File: src/rtl/dsp_frame_sequencer.sv
// Multi-channel frame sequencer: feeds one frame of samples through a shared DSP core
// channel by channel, or passes the frame straight through in bypass mode.
module dsp_frame_sequencer #(
    parameter int data_width     = 16,
    parameter int n_channels     = 2,
    parameter int timeout_cycles = 4096,
    parameter int ctr_width      = 32
) (
    input  logic                                                    clk,
    input  logic                                                    reset,
    input  logic                                                    full_reset,
    input  logic                                                    enable,
    input  logic [n_channels*data_width-1:0]                        in_frame,
    input  logic                                                    in_valid,
    output logic                                                    in_ready,
    output logic [n_channels*data_width-1:0]                        out_frame,
    output logic                                                    out_valid,
    output logic                                                    core_tick,
    output logic [data_width-1:0]                                   core_sample_in,
    output logic [((n_channels > 2) ? $clog2(n_channels) : 1)-1:0]  core_channel,
    input  logic [data_width-1:0]                                   core_sample_out,
    input  logic                                                    core_ready,
    output logic                                                    error,
    output logic [ctr_width-1:0]                                    overrun_ctr,
    output logic [ctr_width-1:0]                                    frame_ctr
);

    localparam int CH_W = (n_channels > 2) ? $clog2(n_channels) : 1;
    localparam int FW   = n_channels * data_width;
    localparam int WD_W = $clog2(timeout_cycles + 1);

    localparam logic [CH_W-1:0] LAST_CH  = CH_W'(n_channels - 1);
    localparam logic [WD_W-1:0] WD_LIMIT = WD_W'(timeout_cycles);

    typedef enum logic [2:0] {
        S_IDLE,
        S_ISSUE,
        S_WAIT_GUARD,
        S_WAIT,
        S_DONE,
        S_BYPASS,
        S_ERROR
    } state_t;

    state_t                r_state;
    logic [CH_W-1:0]       r_ch;
    logic [WD_W-1:0]       r_wd;
    logic [FW-1:0]         r_in_frame;
    logic [FW-1:0]         r_slots;
    logic [FW-1:0]         r_out_frame;
    logic                  r_in_ready;
    logic                  r_out_valid;
    logic                  r_core_tick;
    logic                  r_error;
    logic [data_width-1:0] r_core_sample_in;
    logic [ctr_width-1:0]  r_overrun_ctr;
    logic [ctr_width-1:0]  r_frame_ctr;

    logic                  w_rst;
    logic                  w_accept;
    logic                  w_overrun;
    logic                  w_last;
    logic                  w_timeout;
    logic [CH_W-1:0]       w_ch_next;
    logic [WD_W-1:0]       w_wd_next;
    logic [data_width-1:0] w_next_sample;
    logic [FW-1:0]         w_slots_cap;

    assign w_rst     = reset | full_reset;
    assign w_accept  = in_valid & r_in_ready;
    assign w_overrun = in_valid & ~r_in_ready;
    assign w_last    = (r_ch == LAST_CH);
    assign w_wd_next = r_wd + 1'b1;
    assign w_timeout = (w_wd_next >= WD_LIMIT);

    // NOTE: every variable written here gets a default first, so no latch is inferred.
    always_comb begin
        w_ch_next     = w_last ? '0 : r_ch + 1'b1;
        w_next_sample = r_in_frame[int'(w_ch_next)*data_width +: data_width];
        w_slots_cap   = r_slots;
        w_slots_cap[int'(r_ch)*data_width +: data_width] = core_sample_out;
    end

    // NOTE: frame and slot storage is pure datapath, always written before it is read,
    // so it carries no reset.
    always_ff @(posedge clk) begin
        if (r_state == S_IDLE && w_accept) begin
            r_in_frame <= in_frame;
        end
        if (r_state == S_WAIT && core_ready) begin
            r_slots <= w_slots_cap;
        end
    end

    // NOTE: sequential state uses non-blocking assignments only.
    always_ff @(posedge clk) begin
        if (w_rst) begin
            r_state          <= S_IDLE;
            r_ch             <= '0;
            r_wd             <= '0;
            r_out_frame      <= '0;
            r_in_ready       <= 1'b1;
            r_out_valid      <= 1'b0;
            r_core_tick      <= 1'b0;
            r_error          <= 1'b0;
            r_core_sample_in <= '0;
            r_overrun_ctr    <= '0;
            r_frame_ctr      <= '0;
        end else begin
            r_out_valid <= 1'b0;
            r_core_tick <= 1'b0;

            // Dropped frames are counted in every state and never disturb the frame in flight.
            if (w_overrun && r_overrun_ctr != '1) begin
                r_overrun_ctr <= r_overrun_ctr + 1'b1;
            end

            case (r_state)
                S_IDLE: begin
                    if (w_accept) begin
                        r_frame_ctr <= r_frame_ctr + 1'b1;
                        r_in_ready  <= 1'b0;
                        if (enable) begin
                            r_ch             <= '0;
                            r_core_tick      <= 1'b1;
                            r_core_sample_in <= in_frame[data_width-1:0];
                            r_state          <= S_ISSUE;
                        end else begin
                            r_state <= S_BYPASS;
                        end
                    end
                end

                S_ISSUE: begin
                    r_wd    <= '0;
                    r_state <= S_WAIT_GUARD;
                end

                // The core still shows the previous ready here; it drops a cycle after the tick.
                S_WAIT_GUARD: begin
                    r_state <= S_WAIT;
                end

                S_WAIT: begin
                    if (core_ready) begin
                        if (w_last) begin
                            r_out_frame <= w_slots_cap;
                            r_out_valid <= 1'b1;
                            r_state     <= S_DONE;
                        end else begin
                            r_ch             <= w_ch_next;
                            r_core_tick      <= 1'b1;
                            r_core_sample_in <= w_next_sample;
                            r_state          <= S_ISSUE;
                        end
                    end else begin
                        r_wd <= w_wd_next;
                        if (w_timeout) begin
                            r_error <= 1'b1;
                            r_state <= S_ERROR;
                        end
                    end
                end

                S_BYPASS: begin
                    r_out_frame <= r_in_frame;
                    r_out_valid <= 1'b1;
                    r_state     <= S_DONE;
                end

                // Output is presented during DONE; the next frame is accepted one cycle later.
                S_DONE: begin
                    r_in_ready <= 1'b1;
                    r_state    <= S_IDLE;
                end

                S_ERROR: begin
                    r_error    <= 1'b1;
                    r_in_ready <= 1'b0;
                end

                default: begin
                    r_state <= S_IDLE;
                end
            endcase
        end
    end

    assign in_ready       = r_in_ready;
    assign out_frame      = r_out_frame;
    assign out_valid      = r_out_valid;
    assign core_tick      = r_core_tick;
    assign core_sample_in = r_core_sample_in;
    assign core_channel   = r_ch;
    assign error          = r_error;
    assign overrun_ctr    = r_overrun_ctr;
    assign frame_ctr      = r_frame_ctr;

endmodule
File: config.mk
export PLATFORM = sky130hd
export DESIGN_NAME = dsp_frame_sequencer
export DESIGN_NICKNAME = d
export VERILOG_FILES = /design/src/rtl/dsp_frame_sequencer.sv
export SDC_FILE = /design/constraint.sdc
export NUM_CORES = 1
export LEC_CHECK = 0
export ABC_AREA = 1
export CORE_MARGIN = 2
export CORE_UTILIZATION = 57
export DETAILED_ROUTE_END_ITERATION = 10
export GPL_TIMING_DRIVEN = 1
export PLACE_DENSITY_LB_ADDON = 0.12
export SETUP_SLACK_MARGIN = 0.1
export SKIP_CTS_REPAIR_TIMING = 1
export SLEW_MARGIN = 20
export SYNTH_ARGS = -nofsm -noshare
export SYNTH_HDL_FRONTEND = slang
export SYNTH_SLANG_ARGS = --single-unit
File: constraint.sdc
create_clock -name clk -period 4.5 [get_ports clk]
set_input_delay 0.45 -clock clk [delete_from_list [all_inputs] [get_ports clk]]
set_output_delay 0.45 -clock clk [all_outputs]
set_load 0.01 [all_outputs]
==> results of run 1 <==
[stage by stage]
stage	cell area (sq um)	hold WS, ns	instances	power [uW]
CTS	12030	0.4690	1725	3690
global placement	11470	0.4412	1693	2248
global route	12030	0.5005	1725	3789
detailed placement	11470	0.4538	1693	2253
floorplan	9729	0.4467	1346	2129
finish	12030	0.4626	1725	3676
[state kept, by name, indices dropped and copies added, names as in the netlist, 3 cells and up]
name,flops
r_wd,13
r_state,3
overrun_ctr,32
out_frame,32
r_slots,32
frame_ctr,32
core_sample_in,16
r_in_frame,32
[how the worst max path moves through the flow]
stage / slack (ns) / cells past startpoint / end / startpoint
2_1_floorplan: 2.20 / 7 / core_sample_in[12]$_SDFFE_PP0P_ / r_state[0]$_SDFFE_PP0P_
3_3_place_gp: 1.66 / 7 / core_sample_in[11]$_SDFFE_PP0P_ / in_valid
3_5_place_dp: 1.55 / 7 / core_sample_in[7]$_SDFFE_PP0P_ / in_valid
4_1_cts: 1.98 / 11 / out_frame[16]$_SDFFE_PP0P_ / r_state[1]$_SDFFE_PP0P_
5_1_grt: 1.75 / 8 / core_sample_in[8]$_SDFFE_PP0P_ / r_state[2]$_SDFFE_PP0P_
6_report: 1.97 / 7 / core_sample_in[12]$_SDFFE_PP0P_ / in_valid
[cells in the final DEF, fill, tap and decap left out, drive strengths merged]
cell / n
ha: 3
o21bai: 2
a22oi: 1
clkinvlp: 3
buf: 8
o21ai: 128
nor2: 224
clkdlybuf4s50: 170
xnor2: 7
edfxtp: 64
xor2: 15
clkbuf: 23
o211a: 1
nor3: 9
nand4: 15
clkinv: 3
a31oi: 16
inv: 115
nand2: 439
or2: 1
a21oi: 59
and3: 1
nand3: 62
dfxtp: 133
nor3b: 3
[cell families (layout without fill, tap and decap cells)]
kind of cell,Yosys count,in the layout
buffers and inverters,163,322
AO/OA/AOI/OAI,207,207
AND/OR/NAND/NOR,754,754
XOR/XNOR,22,22
adder cells (fa/ha/maj),3,3
flip-flops,197,197
[worst max-delay path, stage by stage]
cell and delay, ns:
clkdlybuf4s50_1 0.53, nand2_1 0.18, nor2_8 0.68, nand2_1 0.18
nand2_2 0.47, o21ai_0 0.16, a31oi_1 0.20
[Yosys cell counts]
cell	count
o21ai_1	9
inv_4	2
or2_2	1
nand2_1	431
o21bai_1	2
xnor2_1	7
nand2_4	3
nand2_2	5
buf_2	15
edfxtp_1	64
o21ai_2	2
nor3b_1	3
nor2_2	4
nand3_1	61
buf_6	12
and3_1	1
ha_1	3
dfxtp_1	133
xor2_1	15
nor2_4	7
nand4_2	1
nor2_8	1
clkbuf_1	20
o211a_1	1
nor2_1	212
a31oi_1	16
clkbuf_2	2
a22oi_1	1
nor3_2	1
inv_2	4
nor3_1	8
nand4_1	14
nand3_4	1
o21ai_0	117
buf_1	2
a21oi_1	59
inv_1	106
[layout make-up]
cell class                      instances  area share, %
Clock buffer                           23          4.077
Timing Repair Buffer                  178          14.64
Multi-Input combinational cell        986          36.77
Inverter                              112          3.536
Sequential cell                       197          38.11
Tap cell                              220          2.288
Clock inverter                          9         0.5720
[routing by layer]
metal	GRT usage [%]	up-vias	wire length [um]	part of all wire, %
met5	0	-	0	0
li1	-	4608	-	-
met1	37.28	4206	11090	43
met2	47.83	376	12290	48
met3	5.255	42	1755	6.9
met4	8.889	0	451	1.8
[power by group through the flow]
stage	logic, uW	registers [uW]	clock network [uW]
2_1_floorplan	186	1940	0
4_1_cts	311	1910	1470
5_1_grt	347	1910	1530
3_3_place_gp	304	1940	0
6_report	312	1910	1460
3_5_place_dp	308	1950	0
==> summary.md, run 1 <==
| Metric | Value |
|---|---|
| Status | `finished clean` |
| Power per Cell Area | `305.6 nW/um^2` |
| Worst skew pair latency | `0.44 ns` |
| Syn nets | `1403` |
| CTS max path bufs | `2` |
| 1st-iter DRT viols | `758` |
| Launching point of the worst reg2reg path | `r_state[1]$_SDFFE_PP0P_` |
| Compound-Gate Fraction of Synth Area | `11.06%` |
| Synth Area in Adders | `0.3858%` |
| Seq pwr share | `51.8%` |
| Via density per instance | `5.352` |
| Final worst slack | `1.967 ns` |
| XOR/XNOR share of the synthesized area | `1.980%` |
| Worst Tran Pin Value | `1.064 ns` |
| Post-synthesis cell count | `1346` |
| Hold path depth | `2` |
| Vias in the first global route | `8543` |
| Worst Path Arrival | `2.89 ns` |
| Vias | `9232` |
| # clock sinks | `197` |
| Post-route setup TNS | `0 ns` |
| Gr ovfl total | `0` |
| I/O Buffers | `170` |
| Drt wl/cell | `14.83 um` |
| Die Ht | `134.7 um` |
| Final wirelength | `25.58 mm` |
| Total CTS buffers | `17` |
| Netlist Area Pre-Place | `9729 sq um` |
| Max-Cap Viols | `0` |
| CP max FO | `50` |
| Net switching power | `900.5 uW` |
| Core Region | `16640 sq um` |
| Register area | `4586 sq um` |
| Hold Fails Final Rpt | `0` |
| Worst rel slew slack | `29.00%` |
| Register area share after synthesis | `47.12%` |
| Fill count | `1400` |
| Yosys warnings | `0` |
| Hold Path Origin | `error$_SDFFE_PP0P_` |
| Hold Path End | `error$_SDFFE_PP0P_` |
| Maximum VDD drop | `0.2784 mV` |
| Int Power | `2776 uW` |
| WP data required | `4.86 ns` |
| Setup slack, reg-to-reg | `1.97 ns` |
| Final layout net count | `1549` |
| Synth Area in Simple Gates | `31.97%` |
| Hold Path Class | `register to register` |
| Fmax | `0.3948 GHz` |
| Post-synth top area share | `27.37%` |
| Setup crit end kind | `register` |
| Mux contribution to synthesized area | `0%` |
| Leakage power figure | `0.004345 uW` |
| FF-to-FF End | `out_frame[16]$_SDFFE_PP0P_` |
| IO Pins | `171` |
| Unrepaired setup endpoints after global routing | `false` |
| Pre-CTS setup slack | `1.546 ns` |
| Residual DRC | `0` |
| Largest net degree at the start of global routing | `76` |
| Area grow syn2layout | `23.66%` |
| Critical Path Source Type | `primary input` |
| FP Rows | `47` |
| Area taken by multi-input logic gates | `4424 sq um` |
| Synth cell types | `37` |
| Root buf cell | `clkbuf_16` |
| Detail Route Antenna Nets | `0` |
| Largest family of logic cells by synthesized area | `simple AND/OR/NAND/NOR gates` |
| Switching part of the total | `24.49%` |
| Syn Area/Cell | `7.228 sq um` |
| Worst-path clk slew | `0.07 ns` |
| Inserted Diodes | `0` |
| Total track usage | `28.42%` |
| RePlAce Congestion | `0.9291` |
| Gate power share | `8.5%` |
| Clock Power Share | `39.7%` |
| Largest area contributor in the netlist | `dfxtp_1` |
| Top cells by area, synth | `dfxtp_1 (27%), edfxtp_1 (20%), nand2_1 (17%)` |
| Global-route wire length before repair | `41.57 mm` |
| Final min period | `2.533 ns` |
| Clock Skew | `0.01208 ns` |
| Detailed placement HPWL | `17.63 mm` |
| Initial Util | `58.46%` |
| Die X | `134.7 um` |
| 1st-pass router iterations | `7` |
| Register-to-Register Path Depth | `11` |
| Htree depth | `4` |
| Setup-failing EPs final | `0` |
| DIE AREA | `18130 sq um` |
| CTS tree | `built` |
| Initial antenna violation count | `0` |
| CP Class | `primary input to register` |
| Layout cells sized above 1 | `4.585%` |
| Final Max Slew Viols | `0` |
| Final Util | `72.30%` |
| Final period util | `56.29%` |
| Yosys reg bits | `197` |
Power figures use the tool's default switching activity.
==> inputs of run 2 (changes only) <==
--- a/config.mk
+++ b/config.mk
@@ -7,7 +7,7 @@
 export LEC_CHECK = 0
 export ABC_AREA = 1
 export CORE_MARGIN = 2
-export CORE_UTILIZATION = 57
+export CORE_UTILIZATION = 48
 export DETAILED_ROUTE_END_ITERATION = 10
 export GPL_TIMING_DRIVEN = 1
 export PLACE_DENSITY_LB_ADDON = 0.12
==> constraint.sdc (replaced) <==
create_clock -name clk -period 2.1 [get_ports clk]
set_input_delay 0.21 -clock clk [delete_from_list [all_inputs] [get_ports clk]]
set_output_delay 0.21 -clock clk [all_outputs]
set_load 0.01 [all_outputs]
==> run 2 against run 1 <==
Compared with the run above: non-clock buffer count grew 22; routed wire length up 1.3%; register-to-register slack worse by 1.7 ns; worst setup slack worse by 1.7 ns; sequential share of layout area fell by 1.1 points; clock power increased by 130%; via count decreased by 0.56%; cell count rose by 4.2%; die area is 18% higher; clock skew increased by 0.0084 ns; cell area increased by 3.1%; critical endpoint is now overrun_ctr[19]$_SDFFE_PP0P_; largest cell class unchanged.
==> summary.md, run 2 (same netlist as run 1, synthesis figures left out) <==
| Metric | Value |
|---|---|
| Status | `finished clean` |
| Core Region | `20040 sq um (+20%)` |
| Inserted Diodes | `0 (unchanged)` |
| Drt wl/cell | `14.43 um (-2.7%)` |
| Final layout net count | `1571 (+1.4%)` |
| Hold path depth | `1 (-1)` |
| Vias | `9180 (-0.56%)` |
| Global-route wire length before repair | `42.32 mm (+1.8%)` |
| Power per Cell Area | `652.3 nW/um^2 (+110%)` |
| Residual DRC | `0 (unchanged)` |
| Fmax | `0.5466 GHz` |
| Via density per instance | `5.109 (-4.5%)` |
| Htree depth | `4 (unchanged)` |
| Detail Route Antenna Nets | `0 (unchanged)` |
| CTS max path bufs | `2 (unchanged)` |
| Initial antenna violation count | `0 (unchanged)` |
| Die Ht | `146.4 um (+8.7%)` |
| Max-Cap Viols | `0 (unchanged)` |
| Largest net degree at the start of global routing | `49 (-36%)` |
| 1st-pass router iterations | `5 (-2)` |
| Hold Path Class | `primary input to register` |
| Clock Skew | `0.02049 ns (+0.008405 ns)` |
| Final wirelength | `25.92 mm (+1.3%)` |
| Commonest non-fill, non-tap cells in the layout | `nand2_1 (431), nor2_1 (211), clkdlybuf4s50_1 (170)` |
| Layout cells sized above 1 | `6.287% (+1.7 points)` |
| Total track usage | `24.26% (-4.2 points)` |
| Setup-failing EPs final | `0 (unchanged)` |
| DIE AREA | `21420 sq um (+18%)` |
| Worst Path Arrival | `2.16 ns (-0.73 ns)` |
| Final min period | `1.830 ns` |
| Vias in the first global route | `8481 (-0.73%)` |
| Hold Fails Final Rpt | `0 (unchanged)` |
| # clock sinks | `197 (unchanged)` |
| IO Pins | `171 (unchanged)` |
| FP Rows | `52 (+11%)` |
| Area grow syn2layout | `27.47%` |
| Post-route setup TNS | `0 ns (unchanged)` |
| CTS tree | `built` |
| Finished Cell Area | `12400 sq um (+3.1%)` |
| Placed cell area | `11780 sq um (+2.7%)` |
| Detailed placement HPWL | `18.84 mm (+6.9%)` |
| Final Max Slew Viols | `0 (unchanged)` |
| Die X | `146.4 um (+8.7%)` |
| 1st-iter DRT viols | `571 (-25%)` |
| Unrepaired setup endpoints after global routing | `false` |
| CP Class | `register to register` |
| Worst-path clk slew | `0.08 ns (about the same)` |
| Final period util | `87.12%` |
| Gr ovfl total | `0 (unchanged)` |
| Root buf cell | `clkbuf_16` |
| RePlAce Congestion | `0.8971 (-3.4%)` |
| Setup crit end kind | `register` |
| Worst Tran Pin Value | `0.5979 ns (-0.4659 ns)` |
| Worst rel slew slack | `60.14% (+31 points)` |
| Leakage power figure | `0.004510 uW (+3.8%)` |
| Worst skew pair latency | `0.45 ns (about the same)` |
| I/O Buffers | `170 (unchanged)` |
| Most common cell after layout, fill and taps aside | `nand2_1` |
| Critical Path Source Type | `register` |
| Total CTS buffers | `17 (unchanged)` |
| Fill count | `1889 (+35%)` |
| Register-to-Register Path Depth | `11 (unchanged)` |
| WP data required | `2.43 ns (-2.43 ns)` |
| Initial Util | `48.55% (-9.9 points)` |
| Maximum VDD drop | `0.5575 mV (+100%)` |
| CP max FO | `18 (-64%)` |
[run 2: power by group]
| part | total [uW] | switching [uW] | leakage [uW] | internal (uW) |
|---|---|---|---|---|
| Sequential | 4080 | 45.3 | 0.00167 | 4030 |
| Clock | 3290 | 1670 | 0.000292 | 1620 |
| Combinational | 724 | 439 | 0.00255 | 286 |
| Total | 8090 | 2150 | 0.00451 | 5940 |
[run 2: final cells by class]
class | count | area, sq um | share of cell area [%]
multi-input cells | 986 | 4438 | 35.78
well taps | 270 | 337.8 | 2.724
inverters | 112 | 425.4 | 3.430
clock inverters | 15 | 187.7 | 1.513
flip-flops and latches | 197 | 4586 | 36.98
clock buffers | 17 | 425.4 | 3.430
repair buffers | 200 | 2002 | 16.14
[run 2: path summary, 6_finish.rpt]
| check | from | to | slack (ns) |
|---|---|---|---|
| min reg2reg | error$_SDFFE_PP0P_ | error$_SDFFE_PP0P_ | 0.46 |
| max reg2reg | overrun_ctr[1]$_SDFFE_PP0P_ | overrun_ctr[19]$_SDFFE_PP0P_ | 0.27 |
| max | overrun_ctr[1]$_SDFFE_PP0P_ | overrun_ctr[19]$_SDFFE_PP0P_ | 0.27 |
| min | in_frame[31] | r_in_frame[31]$_DFFE_PP_ | 0.33 |
[run 2: layer usage]
layer | share of wire, % | global-route usage, % | up-vias
met5 | 0 | 0 | -
met1 | 45 | 32.64 | 4218
li1 | - | - | 4672
met2 | 48 | 40.17 | 261
met4 | 1.5 | 7.379 | 0
met3 | 5.6 | 4.281 | 29
[run 2: critical path, stage by stage, from the launching register on]
cell and delay [ns]:
dfxtp_1 0.41, ha_1 0.22, inv_2 0.06, nor2_4 0.19, nand2_4 0.09, nor2_4 0.12
nand2_2 0.12, nand2_8 0.15, buf_12 0.16, nor2_1 0.05, nor2_1 0.10, nor2_1 0.05
[run 2: through the flow]
step	setup slack [ns]	utilization [%]	power [uW]	hold WS [ns]	cells
floorplan	0.2108	-	4562	0.3000	1346
global route	0.1062	61.89	8404	0.3127	1797
detailed placement	0.09908	58.79	4887	0.4547	1765
global placement	0.1762	58.79	4877	0.4416	1765
CTS	0.2430	61.84	8143	0.3097	1797
finish	0.2704	61.89	8090	0.3267	1797
